**src/rtl/uart_rx_ctrl_pkg.sv**
```systemverilog
// Shared definitions for the UART receive controller.
//   rx_state_t   : receive FSM state encoding (binary)
//   IDX_*        : bit indices reported by bps_rx on rx_num
//   DATA_BITS    : payload bits per frame
package uart_rx_ctrl_pkg;

  typedef enum logic [2:0] {
    IDLE     = 3'd0,
    START    = 3'd1,
    DATA     = 3'd2,
    STOP     = 3'd3,
    WAIT_END = 3'd4
  } rx_state_t;

  localparam int         DATA_BITS      = 8;
  localparam logic [3:0] IDX_START      = 4'd0;
  localparam logic [3:0] IDX_FIRST_DATA = 4'd1;
  localparam logic [3:0] IDX_LAST_DATA  = 4'(DATA_BITS);
  localparam logic [3:0] IDX_STOP       = 4'd9;
  localparam logic [3:0] IDX_END        = 4'd10;

endpackage

```
**src/rtl/uart_rx_ctrl_edge_det.sv**
```systemverilog
// rx_edge_det: multi-flop synchronizer for the asynchronous serial line
// followed by a history flop used to detect a falling edge.
//   clk   : system clock
//   rst_n : synchronous active-low reset (all flops preset to idle-high)
//   din   : raw asynchronous line
//   dout  : synchronized line
//   fall  : high for one cycle when the synchronized line goes 1 -> 0
module rx_edge_det #(
  parameter int SYNC_STAGES = 2
) (
  input  logic clk,
  input  logic rst_n,
  input  logic din,
  output logic dout,
  output logic fall
);

  logic [SYNC_STAGES-1:0] sync_q;
  logic                   hist_q;

  always_ff @(posedge clk) begin
    if (!rst_n) begin
      sync_q <= '1;
      hist_q <= 1'b1;
    end else begin
      sync_q <= {sync_q[SYNC_STAGES-2:0], din};
      hist_q <= sync_q[SYNC_STAGES-1];
    end
  end

  assign dout = sync_q[SYNC_STAGES-1];
  assign fall = hist_q & ~dout;

endmodule

```
**src/rtl/uart_rx_ctrl.sv**
```systemverilog
// uart_rx_ctrl: UART receive controller (8N1, LSB first). Detects the start
// edge, launches the external bit-rate generator (bps_rx) and samples the
// line on its mid-bit strobes, delivering framed bytes.
//   clk         : system clock
//   rst_n       : synchronous active-low reset
//   rs232_rx    : asynchronous serial input, idle high
//   rx_sel_data : mid-bit sample strobe from bps_rx
//   rx_num      : bit index from bps_rx (0 start, 1..8 data, 9 stop, 10 end)
//   rx_en       : one-cycle pulse starting bps_rx
//   rx_data     : last correctly framed byte
//   rx_valid    : one-cycle pulse when rx_data updates
//   frame_err   : one-cycle pulse when the stop bit samples 0
//   rx_busy     : high while the FSM is outside IDLE
module uart_rx_ctrl
  import uart_rx_ctrl_pkg::*;
#(
  parameter int SYNC_STAGES = 2
) (
  input  logic       clk,
  input  logic       rst_n,
  input  logic       rs232_rx,
  input  logic       rx_sel_data,
  input  logic [3:0] rx_num,
  output logic       rx_en,
  output logic [7:0] rx_data,
  output logic       rx_valid,
  output logic       frame_err,
  output logic       rx_busy
);

  rx_state_t            state_q, state_d;
  logic [DATA_BITS-1:0] shift_q, shift_d;
  logic [7:0]           data_d;
  logic                 en_d, valid_d, ferr_d;
  logic                 line, fall;
  logic [2:0]           bit_idx;

  rx_edge_det #(
    .SYNC_STAGES(SYNC_STAGES)
  ) u_edge (
    .clk  (clk),
    .rst_n(rst_n),
    .din  (rs232_rx),
    .dout (line),
    .fall (fall)
  );

  // Data bit k lands in shift bit k-1; only used when rx_num is 1..8.
  assign bit_idx = 3'(rx_num - IDX_FIRST_DATA);

  always_ff @(posedge clk) begin
    if (!rst_n) begin
      state_q   <= IDLE;
      shift_q   <= '0;
      rx_data   <= 8'h00;
      rx_en     <= 1'b0;
      rx_valid  <= 1'b0;
      frame_err <= 1'b0;
      rx_busy   <= 1'b0;
    end else begin
      state_q   <= state_d;
      shift_q   <= shift_d;
      rx_data   <= data_d;
      rx_en     <= en_d;
      rx_valid  <= valid_d;
      frame_err <= ferr_d;
      // Registered from the next state so busy rises together with rx_en.
      rx_busy   <= (state_d != IDLE);
    end
  end

  always_comb begin
    state_d = state_q;
    shift_d = shift_q;
    data_d  = rx_data;
    en_d    = 1'b0;
    valid_d = 1'b0;
    ferr_d  = 1'b0;

    case (state_q)
      IDLE: begin
        if (fall) begin
          en_d    = 1'b1;
          state_d = START;
        end
      end

      START: begin
        // A line already back high at mid start bit was a glitch: let the
        // bit-rate generator run out its frame, but report nothing.
        if (rx_sel_data && rx_num == IDX_START)
          state_d = line ? WAIT_END : DATA;
      end

      DATA: begin
        if (rx_sel_data && rx_num >= IDX_FIRST_DATA && rx_num <= IDX_LAST_DATA) begin
          shift_d[bit_idx] = line;
          if (rx_num == IDX_LAST_DATA)
            state_d = STOP;
        end
      end

      STOP: begin
        if (rx_sel_data && rx_num == IDX_STOP) begin
          if (line) begin
            data_d  = shift_q;
            valid_d = 1'b1;
          end else begin
            ferr_d  = 1'b1;
          end
          state_d = WAIT_END;
        end
      end

      WAIT_END: begin
        // Level check, no strobe: bps_rx holds rx_num==10 for one cycle.
        if (rx_num == IDX_END)
          state_d = IDLE;
      end

      default: state_d = IDLE;
    endcase
  end

endmodule
```
**config.mk**
```make
export PLATFORM = sky130hd
export DESIGN_NAME = uart_rx_ctrl
export DESIGN_NICKNAME = d
export VERILOG_FILES = /design/src/rtl/uart_rx_ctrl_pkg.sv /design/src/rtl/uart_rx_ctrl_edge_det.sv /design/src/rtl/uart_rx_ctrl.sv
export SDC_FILE = /design/constraint.sdc
export NUM_CORES = 1
export LEC_CHECK = 0
export BUFFER_PORTS_ARGS = -buffer_cell sky130_fd_sc_hd__buf_2
export CAP_MARGIN = 20
export CELL_PAD_IN_SITES_DETAIL_PLACEMENT = 0
export CELL_PAD_IN_SITES_GLOBAL_PLACEMENT = 2
export CORE_ASPECT_RATIO = 2
export CORE_MARGIN = 10
export CORE_UTILIZATION = 36
export CTS_CLUSTER_DIAMETER = 60
export DETAILED_ROUTE_END_ITERATION = 8
export PLACE_DENSITY = 0.8
export SLEW_MARGIN = 20
export SYNTH_ARGS = -nofsm -noshare
export SYNTH_HDL_FRONTEND = slang
export SYNTH_HIERARCHICAL = 1
export SYNTH_SLANG_ARGS = --single-unit
```
**constraint.sdc**
```tcl
create_clock -name clk -period 4.2 [get_ports clk]
set_input_delay 0.42 -clock clk [delete_from_list [all_inputs] [get_ports clk]]
set_output_delay 0.42 -clock clk [all_outputs]
set_load 0.03 [all_outputs]
```
==> results.json <==
{
  "synth_fp_nets": 138,
  "setup_violations": 0,
  "tightest_slew_ns": 0.4676,
  "p_leak_nw": 0.6148,
  "min_path_type": "primary input to register",
  "pwr-share-comb": 0.073,
  "crit_arrival_ns": 1.89,
  "syn-cell-area_um2": 1217,
  "drv_cap": 0,
  "clock_sinks": 26,
  "grt_pass1_wl_mm": 4.692,
  "min_period_over_period": 0.4141,
  "layout_min_cycle_time_ns": 1.739,
  "synth_common_cells": "26 x dfxtp_1, 17 x nand2_1, 16 x mux2i_1",
  "fp.dieW_um": 61.12,
  "rows": 29,
  "synthArstFlopShare": 0,
  "startpoint": "rx_num[0]",
  "grtUsageTotal": 0.09608,
  "start_util": 0.3770,
  "area_delta_synth_final_pct": 14.90,
  "synth.top_cell.area_share": 0.4275,
  "r2r-start": "state_q[0]$_SDFF_PN0_",
  "core_area_um2": 3229,
  "ys_ff_latch": 26,
  "hold_ws_ns": 0.3308,
  "critPathKind": "primary input to register",
  "dieArea_um2": 6249,
  "cts_buffers": 3,
  "r2r_setup_slack_ns": 2.62,
  "reg2reg_depth": 4,
  "cts-resized-gates": 0,
  "drt_iter0_drc": 7,
  "drc_errors": 0,
  "ys_seq_area_frac": 0.4275,
  "seqPwrFrac": 0.507,
  "routabilityCongestion": 0.8067,
  "wire_per_inst_um": 14.85,
  "totalWireLength_mm": 2.613,
  "gr-total-overflow": 0,
  "nets": 158,
  "netlist_instances": 126,
  "grt_pass1_vias": 1011,
  "max_freq_mhz": 575.0,
  "antenna_left": 0,
  "clk-insertion-delay-late_ns": 0.27,
  "cts.clk_slew.worst_paths_ns": 0.09,
  "io_pins": 20,
  "swShare": 0.2124,
  "h-tree-depth": 1,
  "dp.final_hpwl_mm": 2.059,
  "antenna_found_initial": 0,
  "p_clk_frac": 0.420,
  "internal_power_mw": 0.3905,
  "ys_types": 34,
  "synth-edff-count": 0,
  "tns_ns": 0,
  "synth_area_leaders": "dfxtp_1 43%, mux2i_1 13%, nand2_1 5.2%, nor2b_1 4.6%, ha_1 4.1%",
  "hold_depth": 2,
  "clockRootBuffer": "clkbuf_8",
  "yosys_warnings": 6,
  "final_cells": 176,
  "first_pass_iters": 4,
  "final.setup_skew_ns": 0.002536,
  "drive_gt1_frac": 0.2069,
  "slew_headroom": 0.6839,
  "crit_required_ns": 4.35,
  "die_h_um": 102.2,
  "cts_setup_buffers": 0,
  "avgSynthCellArea_um2": 9.662,
  "r2r_end": "shift_q[1]$_SDFFE_PN0P_",
  "viasPerCell": 5.244,
  "startpoint_type": "primary input",
  "synthFlopType": "dfxtp_1",
  "diodes": 0,
  "hp-start": "rs232_rx",
  "power_switching_mw": 0.1053,
  "portBuffers": 19,
  "rsz0062_at_grt": "no",
  "hold_viol": 0,
  "critPathCapture": "shift_q[1]$_SDFFE_PN0P_",
  "cts_hold_buffers": 0,
  "route.vias.total": 923,
  "final_util": 0.4332,
  "critPathMaxFanout": 7,
  "end_kind": "register",
  "powerDensity_nw_per_um2": 354.4,
  "ir_worst_vdd_uv": 228.3,
  "clock_path_buffers": 2,
  "status": "finished clean",
  "maxSlewViolCount": 0,
  "dp_cells": 172,
  "grt_max_degree": 24,
  "num-fill-cells": 320,
  "yosys.area.top_type": "dfxtp_1",
  "cts_tree": "done",
  "yosysMostFrequentCell": "dfxtp_1"
}
cells by family after synthesis:
| kind of cell | after synthesis | share of synthesized area |
|---|---|---|
| xor+xnor | 2 | 0.01439 |
| fa+ha+maj | 4 | 0.04111 |
| buf+inv | 12 | 0.05242 |
| simple gates | 55 | 0.2569 |
| mux | 16 | 0.1315 |
| flops | 26 | 0.4275 |
| compound gates | 11 | 0.07605 |
worst min-delay path by stage:
stage	endpoint
global placement	u_edge/sync_q[1]$_SDFF_PN1_
detailed placement	u_edge/sync_q[1]$_SDFF_PN1_
global route	u_edge/sync_q[0]$_SDFF_PN1_
finish	u_edge/sync_q[0]$_SDFF_PN1_
CTS	u_edge/sync_q[0]$_SDFF_PN1_
floorplan	u_edge/sync_q[1]$_SDFF_PN1_
layout make-up:
class,instances,area [um^2],area share
clock buffer,3,41.29,0.02952
clock inverter,1,30.03,0.02147
tap,31,38.79,0.02773
multi-input combinational,88,639.4,0.4571
inverter,7,26.28,0.01878
timing repair buffer,20,102.6,0.07335
sequential,26,520.5,0.3721
stage by stage:
| step | total power [mW] | instance area (um^2) | worst slack, ns |
|---|---|---|---|
| 6_report | 0.4958 | 1399 | 2.461 |
| 5_1_grt | 0.5171 | 1399 | 2.317 |
| 4_1_cts | 0.5000 | 1399 | 2.439 |
| 3_5_place_dp | 0.2937 | 1328 | 2.152 |
| 3_3_place_gp | 0.2935 | 1328 | 2.199 |
| 2_1_floorplan | 0.2833 | 1217 | 2.508 |
power groups by stage:
stage | clock network [mW] | logic (mW) | registers, mW
after CTS | 0.212 | 0.0369 | 0.251
after detailed placement | 0 | 0.0367 | 0.257
after global placement | 0 | 0.0363 | 0.257
final | 0.208 | 0.0364 | 0.251
after global routing | 0.223 | 0.0418 | 0.252
after floorplan | 0 | 0.0260 | 0.257
state kept, by name (all words and copies together), names as in the netlist:
name           flops
rx_busy            1
state_q            3
rx_valid           1
shift_q            8
u_edge/hist_q      1
rx_data            8
rx_en              1
u_edge/sync_q      2
frame_err          1
layout by cell type (no fill, tap or decap), types with 4 or more instances in the layout:
master	netlist	routed
nand2_1	17	17
inv_1	7	7
nor2_1	6	6
nand3_1	4	4
nor2b_1	9	9
buf_2	0	19
mux2i_1	16	16
ha_1	4	4
dfxtp_1	26	26
per-layer routing:
layer / vias up / share of wire / track usage
met4: 0 / 0.040 / 0.05310
met3: 9 / 0.034 / 0.01739
li1: 472 / - / -
met1: 426 / 0.38 / 0.09978
met2: 16 / 0.54 / 0.1709
met5: - / 0 / 0
critical path, stage by stage:
cell,delay (ns)
buf_2,0.15
inv_1,0.09
ha_1,0.25
nor4b_1,0.18
a2111oi_2,0.51
nand3_1,0.16
mux2i_1,0.14
Power figures use the tool's default switching activity.
